File: config.mk
export PLATFORM = sky130hd
export DESIGN_NAME = jkff_bank
export DESIGN_NICKNAME = d
export VERILOG_FILES = /design/src/rtl/jkff_bank.sv
export SDC_FILE = /design/constraint.sdc
export NUM_CORES = 1
export LEC_CHECK = 0
export CAP_MARGIN = 15
export CORE_MARGIN = 5
export CORE_UTILIZATION = 39
export CTS_CLUSTER_SIZE = 40
export DETAILED_ROUTE_END_ITERATION = 8
export HOLD_SLACK_MARGIN = 0.12
export PLACE_DENSITY = 0.76
export SLEW_MARGIN = 10
export SYNTH_ARGS = -nofsm -noshare
export SYNTH_HDL_FRONTEND = slang
export SYNTH_SLANG_ARGS = --single-unit
File: constraint.sdc
create_clock -name clk -period 4.4 [get_ports clk]
set_input_delay 0.44 -clock clk [delete_from_list [all_inputs] [get_ports clk]]
set_output_delay 0.44 -clock clk [all_outputs]
set_load 0.005 [all_outputs]
File: src/rtl/jkff_bank.sv
// -----------------------------------------------------------------------------
// jkff_bank
// Bank of WIDTH independent JK flip-flops used as a status/flag register.
// Each bit supports set (J), clear (K), toggle (J=K=1) and hold. The bank can
// be parallel-loaded. It reports which bits moved on the last edge and keeps
// two saturating activity counters for debug.
//
// Priority on every rising edge: rst > load > en > hold.
//
// Ports
//   clk      in   1      clock, all state updates on the rising edge
//   rst      in   1      synchronous active-high reset
//   en       in   1      enables JK evaluation for all channels
//   load     in   1      parallel load of d into q (overrides en/j/k)
//   d        in   WIDTH  parallel load data
//   j, k     in   WIDTH  per-channel J and K
//   cnt_clr  in   1      synchronous clear of both counters
//   q        out  WIDTH  registered state
//   qbar     out  WIDTH  ~q
//   changed  out  WIDTH  bit i set if q[i] changed on the last edge
//   tog_cnt  out  CNT_W  edges with at least one JK toggle, saturating
//   chg_cnt  out  CNT_W  total number of bit changes, saturating
// -----------------------------------------------------------------------------
module jkff_bank #(
   parameter int               WIDTH     = 8,
   parameter logic [WIDTH-1:0] RESET_VAL = {WIDTH{1'b0}},
   parameter int               CNT_W     = 8
) (
   input  logic             clk,
   input  logic             rst,
   input  logic             en,
   input  logic             load,
   input  logic [WIDTH-1:0] d,
   input  logic [WIDTH-1:0] j,
   input  logic [WIDTH-1:0] k,
   input  logic             cnt_clr,
   output logic [WIDTH-1:0] q,
   output logic [WIDTH-1:0] qbar,
   output logic [WIDTH-1:0] changed,
   output logic [CNT_W-1:0] tog_cnt,
   output logic [CNT_W-1:0] chg_cnt
);

   localparam logic [CNT_W-1:0] CNT_MAX = {CNT_W{1'b1}};

   logic [WIDTH-1:0] r_q;
   logic [WIDTH-1:0] r_changed;
   logic [CNT_W-1:0] r_tog_cnt;
   logic [CNT_W-1:0] r_chg_cnt;

   logic [WIDTH-1:0] w_jk_next;
   logic [WIDTH-1:0] w_q_next;
   logic [WIDTH-1:0] w_diff;
   logic [CNT_W:0]   w_popcnt;
   logic [CNT_W:0]   w_chg_sum;
   logic [CNT_W-1:0] w_chg_next;
   logic [CNT_W-1:0] w_tog_next;
   logic             w_toggle_edge;

   // Per-channel JK next-state.
   generate
      for (genvar gi = 0; gi < WIDTH; gi++) begin : g_jk
         assign w_jk_next[gi] = (j[gi] & k[gi]) ? ~r_q[gi] :
                                j[gi]           ? 1'b1     :
                                k[gi]           ? 1'b0     :
                                                  r_q[gi];
      end
   endgenerate

   // Load overrides JK evaluation entirely; with en low j/k are ignored.
   assign w_q_next = load ? d : (en ? w_jk_next : r_q);
   assign w_diff   = w_q_next ^ r_q;

   // A toggle edge is counted only when JK evaluation really happens.
   assign w_toggle_edge = en & ~load & (|(j & k));

   always_comb begin
      w_popcnt = '0;
      for (int i = 0; i < WIDTH; i++) begin
         w_popcnt = w_popcnt + (CNT_W+1)'(w_diff[i]);
      end
   end

   // Sum one bit wider than the counter so an overflow clamps instead of wrapping.
   assign w_chg_sum  = {1'b0, r_chg_cnt} + w_popcnt;
   assign w_chg_next = (w_chg_sum > {1'b0, CNT_MAX}) ? CNT_MAX : w_chg_sum[CNT_W-1:0];
   assign w_tog_next = (w_toggle_edge && (r_tog_cnt != CNT_MAX)) ? r_tog_cnt + 1'b1 : r_tog_cnt;

   always_ff @(posedge clk) begin
      if (rst) begin
         r_q       <= RESET_VAL;
         r_changed <= '0;
         r_tog_cnt <= '0;
         r_chg_cnt <= '0;
      end else begin
         r_q       <= w_q_next;
         r_changed <= w_diff;
         // Clear discards this edge's own increments.
         if (cnt_clr) begin
            r_tog_cnt <= '0;
            r_chg_cnt <= '0;
         end else begin
            r_tog_cnt <= w_tog_next;
            r_chg_cnt <= w_chg_next;
         end
      end
   end

   assign q       = r_q;
   assign qbar    = ~r_q;
   assign changed = r_changed;
   assign tog_cnt = r_tog_cnt;
   assign chg_cnt = r_chg_cnt;

endmodule

==> summary by stage <==
Synth
The cell type contributing the most total cell area after synthesis is sky130_fd_sc_hd__dfxtp_1. The post-synthesis sequential area ratio is 36.3%. The synthesized netlist occupies a cell area of 1770 um^2. Summed over its instances, the top area cell type makes up a little over a third of the synthesized netlist area.

The Yosys step of the flow raised 0 warnings. Synthesis handed over a netlist of 197 instances. Averaged over all synthesized cells, the footprint is 8.97 um^2. The share of flip-flops with an asynchronous set or reset is 0%. The primary flip-flop cell chosen by synthesis mapping is sky130_fd_sc_hd__dfxtp_1. Counting flops with a built-in enable in the synthesized netlist gives 0. After synthesis the netlist holds a flip-flop and latch count of 32. The number of different library cells in the post-synthesis netlist is 40.

By area the synthesized netlist is led by sky130_fd_sc_hd__dfxtp_1, sky130_fd_sc_hd__fa_1, sky130_fd_sc_hd__a21oi_1, sky130_fd_sc_hd__ha_1, sky130_fd_sc_hd__o31ai_1. The number of nets in the synthesized netlist is 238.

Clock tree
The total number of H-tree levels is 2. The clock tree from TritonCTS is done. The clock sink count is 32. The library cell used as clock root buffer is sky130_fd_sc_hd__clkbuf_8. The CTS buffer count is 5.

Clock-pin slew was measured on the worst setup and hold paths at 0.06 ns. Once the clock tree was built, the setup fixing pass inserted 0 buffers. The number of hold buffers added after CTS was 0. At the later pin of the worst-skew pair, clock insertion delay measures 0.28 ns.

The number of gates resized after cts is 0. The maximum buffer depth of the clock tree is 2.

Hold path
The worst hold path begins at tog_cnt[6]. The path class of the tightest hold or removal check is reg -> reg. The cell depth of the worst min-delay path is 2.

The end point of the most critical hold path is tog_cnt[6].

Floorplan
In this run the count of I/O pins placed on the die edge is 69. The initialized floorplan defines 24 standard-cell rows. The vertical extent of the die is 77.3 um. Measured along the x axis, the die boundary spans 77.3 um.

The area of the placeable core is 4380 um^2. The initial utilization of the core area, before any placement, comes to 40.3%. The floorplan step defined a die boundary enclosing 5980 um^2.

Flow run
The tool flagged a number of max-cap violations equal to 0.

Power
The cell internal power dissipation is 0.701 mW. The total power divided by cell area is slightly below 400 nW/um^2. In this run switching power makes up around 32% of total power. The share of power burned in registers is 32.1%. Per report_power, the clock group accounts for between 20% and 30% of the total. Combinational logic burns 44.5% of the power. For this design the total switching power over the nets is approximately 0.33 mW. The highest ir drop seen on vdd is 0.196 mV. The design draws 1.03 mW. The leakage power of the design is 1.06 nW.

Placement
The routability congestion estimate from global placement is a little over 0.8. Port buffering added 68 buffers. Including well taps, the total number of placed cells is 318.

The HPWL after detailed placement is around 3800 um. The post-placement cell area is 2520 um^2.

Routing
For this run, design rule violations remaining after detail routing come to 0. The detailed router placed 1679 vias in this run. The count of nets left with antenna violations after detail routing is 0. The DRC violation total after the first TritonRoute iteration is about 110. The count of TritonRoute iterations in the first routing pass is 4. The detailed-route vias per instance is ~5.2. In the final routed layout, each cell accounts on average for 14.8 um. The final routed wirelength across all metal layers is between 4000 and 5000 um.

Timing
The setup violation total in the final timing report is 0. The smallest clock period supported by the final layout is computed as 4.17 ns. The slew at the pin closest to its max-slew limit is a little under 0.7 ns. The worst slew slack as a fraction of its limit is 54.7%. Between clock sinks in the finished design, the worst skew comes to 0.00226 ns.

The timing-limited maximum frequency is 240 MHz. The number of pins with negative max-slew slack in the final report came to 0. Setup repair after global routing left no endpoint under its margin. Of the available clock period, the critical path in the final layout requires between 90% and 100%. The total count of hold-check failures in the final report is 0.

Setup path
The number of cell instances on the worst register-to-register path is 14. The worst register-to-register path has a setup slack of 0.45 ns. The type of the worst setup path is in -> reg. The kind of end point of the critical path is a flip-flop.

The startpoint of the worst register-to-register path is q[2]. Along the worst path, the maximum fanout reaches 5. The worst endpoint data arrival time is approximately 4.4 ns.

The worst endpoint required time is between 4 and 5 ns. The startpoint class of the critical path is an input port. The endpoint of the worst-slack reg-to-reg timing path is chg_cnt[6].

Run status
The run finished with clean final reports.

Cells and area
The non-filler instance count after layout is around 330. The post-synthesis to final-layout area growth is 50.0%. With fillers left out, the area of the finished cells amounts to 2650 um^2. After filler insertion, the fill cell instance count of the layout stands at 378. In the final layout, the share of cells above drive strength 1 is roughly 8.4%. At the end of the flow, the number of nets in the layout was between 300 and 400. The repair_antennas step left the layout with diodes totalling 0.

Global route
The number of antenna violations at the first check in global routing is 0. Global routing finished with a remaining overflow of 0. The number of global-route vias before repair is 1543. The global-route wire length before repair is about 7400 um.

The total routing usage reported by global routing is 15.4%. Entering global routing, the biggest net connects 21 pins.
[how the worst max path moves through the flow]
| stage | startpoint | to | slack (ns) |
|---|---|---|---|
| 2_1_floorplan | load | chg_cnt[5] | 0.22 |
| 3_3_place_gp | en | chg_cnt[6] | -0.1 |
| 3_5_place_dp | en | chg_cnt[6] | -0.23 |
| 4_1_cts | en | chg_cnt[6] | 0.07 |
| 5_1_grt | k[2] | chg_cnt[6] | 0.03 |
| 6_report | k[2] | chg_cnt[6] | 0.23 |
[power groups by stage]
stage | combinational, mW | sequential [mW] | clock, mW
after floorplan | 0.257 | 0.338 | 0
after global placement | 0.430 | 0.337 | 0
after detailed placement | 0.439 | 0.338 | 0
after CTS | 0.447 | 0.332 | 0.250
after global routing | 0.524 | 0.335 | 0.259
final | 0.460 | 0.332 | 0.242
[cell usage in the layout, fill, tap and decap left out, types with 3 or more instances in the layout]
master                             n
sky130_fd_sc_hd__a21oi_1          19
sky130_fd_sc_hd__a22oi_1           4
sky130_fd_sc_hd__and3_1            9
sky130_fd_sc_hd__and4_1            3
sky130_fd_sc_hd__buf_4             9
sky130_fd_sc_hd__clkbuf_8          7
sky130_fd_sc_hd__clkdlybuf4s50_1  67
sky130_fd_sc_hd__dfxtp_1          32
sky130_fd_sc_hd__fa_1              5
sky130_fd_sc_hd__ha_1              7
sky130_fd_sc_hd__inv_1            18
sky130_fd_sc_hd__nand2_1          12
sky130_fd_sc_hd__nand3_1           4
sky130_fd_sc_hd__nor2_1           11
sky130_fd_sc_hd__nor2b_1          10
sky130_fd_sc_hd__o21ai_0           3
sky130_fd_sc_hd__o31ai_1           9
sky130_fd_sc_hd__or3_1             3
sky130_fd_sc_hd__or4_1             4
sky130_fd_sc_hd__xnor2_1           7
[cell usage after synthesis (2+ instances only)]
cell	instances
sky130_fd_sc_hd__mux2i_1	2
sky130_fd_sc_hd__xnor2_1	8
sky130_fd_sc_hd__o31ai_1	11
sky130_fd_sc_hd__and3_1	9
sky130_fd_sc_hd__nor4_1	2
sky130_fd_sc_hd__buf_6	2
sky130_fd_sc_hd__nand2_1	12
sky130_fd_sc_hd__a21oi_1	19
sky130_fd_sc_hd__a211oi_1	3
sky130_fd_sc_hd__clkbuf_1	3
sky130_fd_sc_hd__or3_1	3
sky130_fd_sc_hd__o211ai_1	2
sky130_fd_sc_hd__o21ai_0	3
sky130_fd_sc_hd__or4_1	4
sky130_fd_sc_hd__o21a_1	3
sky130_fd_sc_hd__and4_1	3
sky130_fd_sc_hd__fa_1	5
sky130_fd_sc_hd__xor2_1	2
sky130_fd_sc_hd__inv_1	18
sky130_fd_sc_hd__nor2b_1	10
sky130_fd_sc_hd__dfxtp_1	32
sky130_fd_sc_hd__nor2_1	11
sky130_fd_sc_hd__ha_1	7
sky130_fd_sc_hd__a22oi_1	4
sky130_fd_sc_hd__nand3_1	4
[critical path, stage by stage]
cell and delay, ns:
sky130_fd_sc_hd__clkdlybuf4s50_1 0.43, sky130_fd_sc_hd__and3_1 0.23, sky130_fd_sc_hd__o31ai_4 0.27, sky130_fd_sc_hd__xnor2_2 0.17
sky130_fd_sc_hd__fa_1 0.47, sky130_fd_sc_hd__fa_1 0.46, sky130_fd_sc_hd__fa_1 0.49, sky130_fd_sc_hd__inv_1 0.05
sky130_fd_sc_hd__fa_1 0.37, sky130_fd_sc_hd__inv_1 0.08, sky130_fd_sc_hd__fa_1 0.19, sky130_fd_sc_hd__nor2b_1 0.05
sky130_fd_sc_hd__o21a_2 0.23, sky130_fd_sc_hd__o2111a_1 0.24, sky130_fd_sc_hd__a211oi_1 0.20
[through the flow]
step	setup TNS [ns]	utilization, %	hold slack [ns]	setup slack [ns]
after floorplan	0	-	0.468	0.222
after global routing	0	60.4	0.514	0.0306
after detailed placement	-1.38	57.4	0.481	-0.232
after global placement	-0.380	57.4	0.472	-0.0965
final	0	60.4	0.492	0.232
after CTS	0	59.6	0.491	0.0658
[cells by family after synthesis]
| group | count (synthesis) | synth area share (%) |
|---|---|---|
| xor gates and xnor gates | 10 | 4.96 |
| buffers and inverters | 26 | 7.29 |
| AOI/OAI and AO/OA | 53 | 20.1 |
| adders and majority gates | 12 | 10.6 |
| DFF | 32 | 36.3 |
| and+or+nand+nor | 62 | 19.6 |
| muxes | 2 | 1.13 |
[cell type report]
type                    count  area [um^2]  share of cell area, %
repair buffers             77          751                   28.3
inverters                  18         67.6                   2.55
flip-flops and latches     32          641                   24.2
well taps                  52         65.1                   2.46
clock buffers               7         96.3                   3.64
multi-input cells         139         1030                   38.9
[sequential cells by signal, summed over array words and instances (netlist names)]
register  count
changed       8
chg_cnt       8
q             8
tog_cnt       8
[per-layer routing]
metal,part of all wire (%),track usage (%),wire (um),vias to the layer above
li1,-,-,-,860
met1,41,17.6,1990,770
met2,52,26.4,2490,38
met3,4.5,3.98,217,11
met4,2.5,7.73,121,0
met5,0,0,0,-
Note: power is estimated with default switching activity, not from simulation.
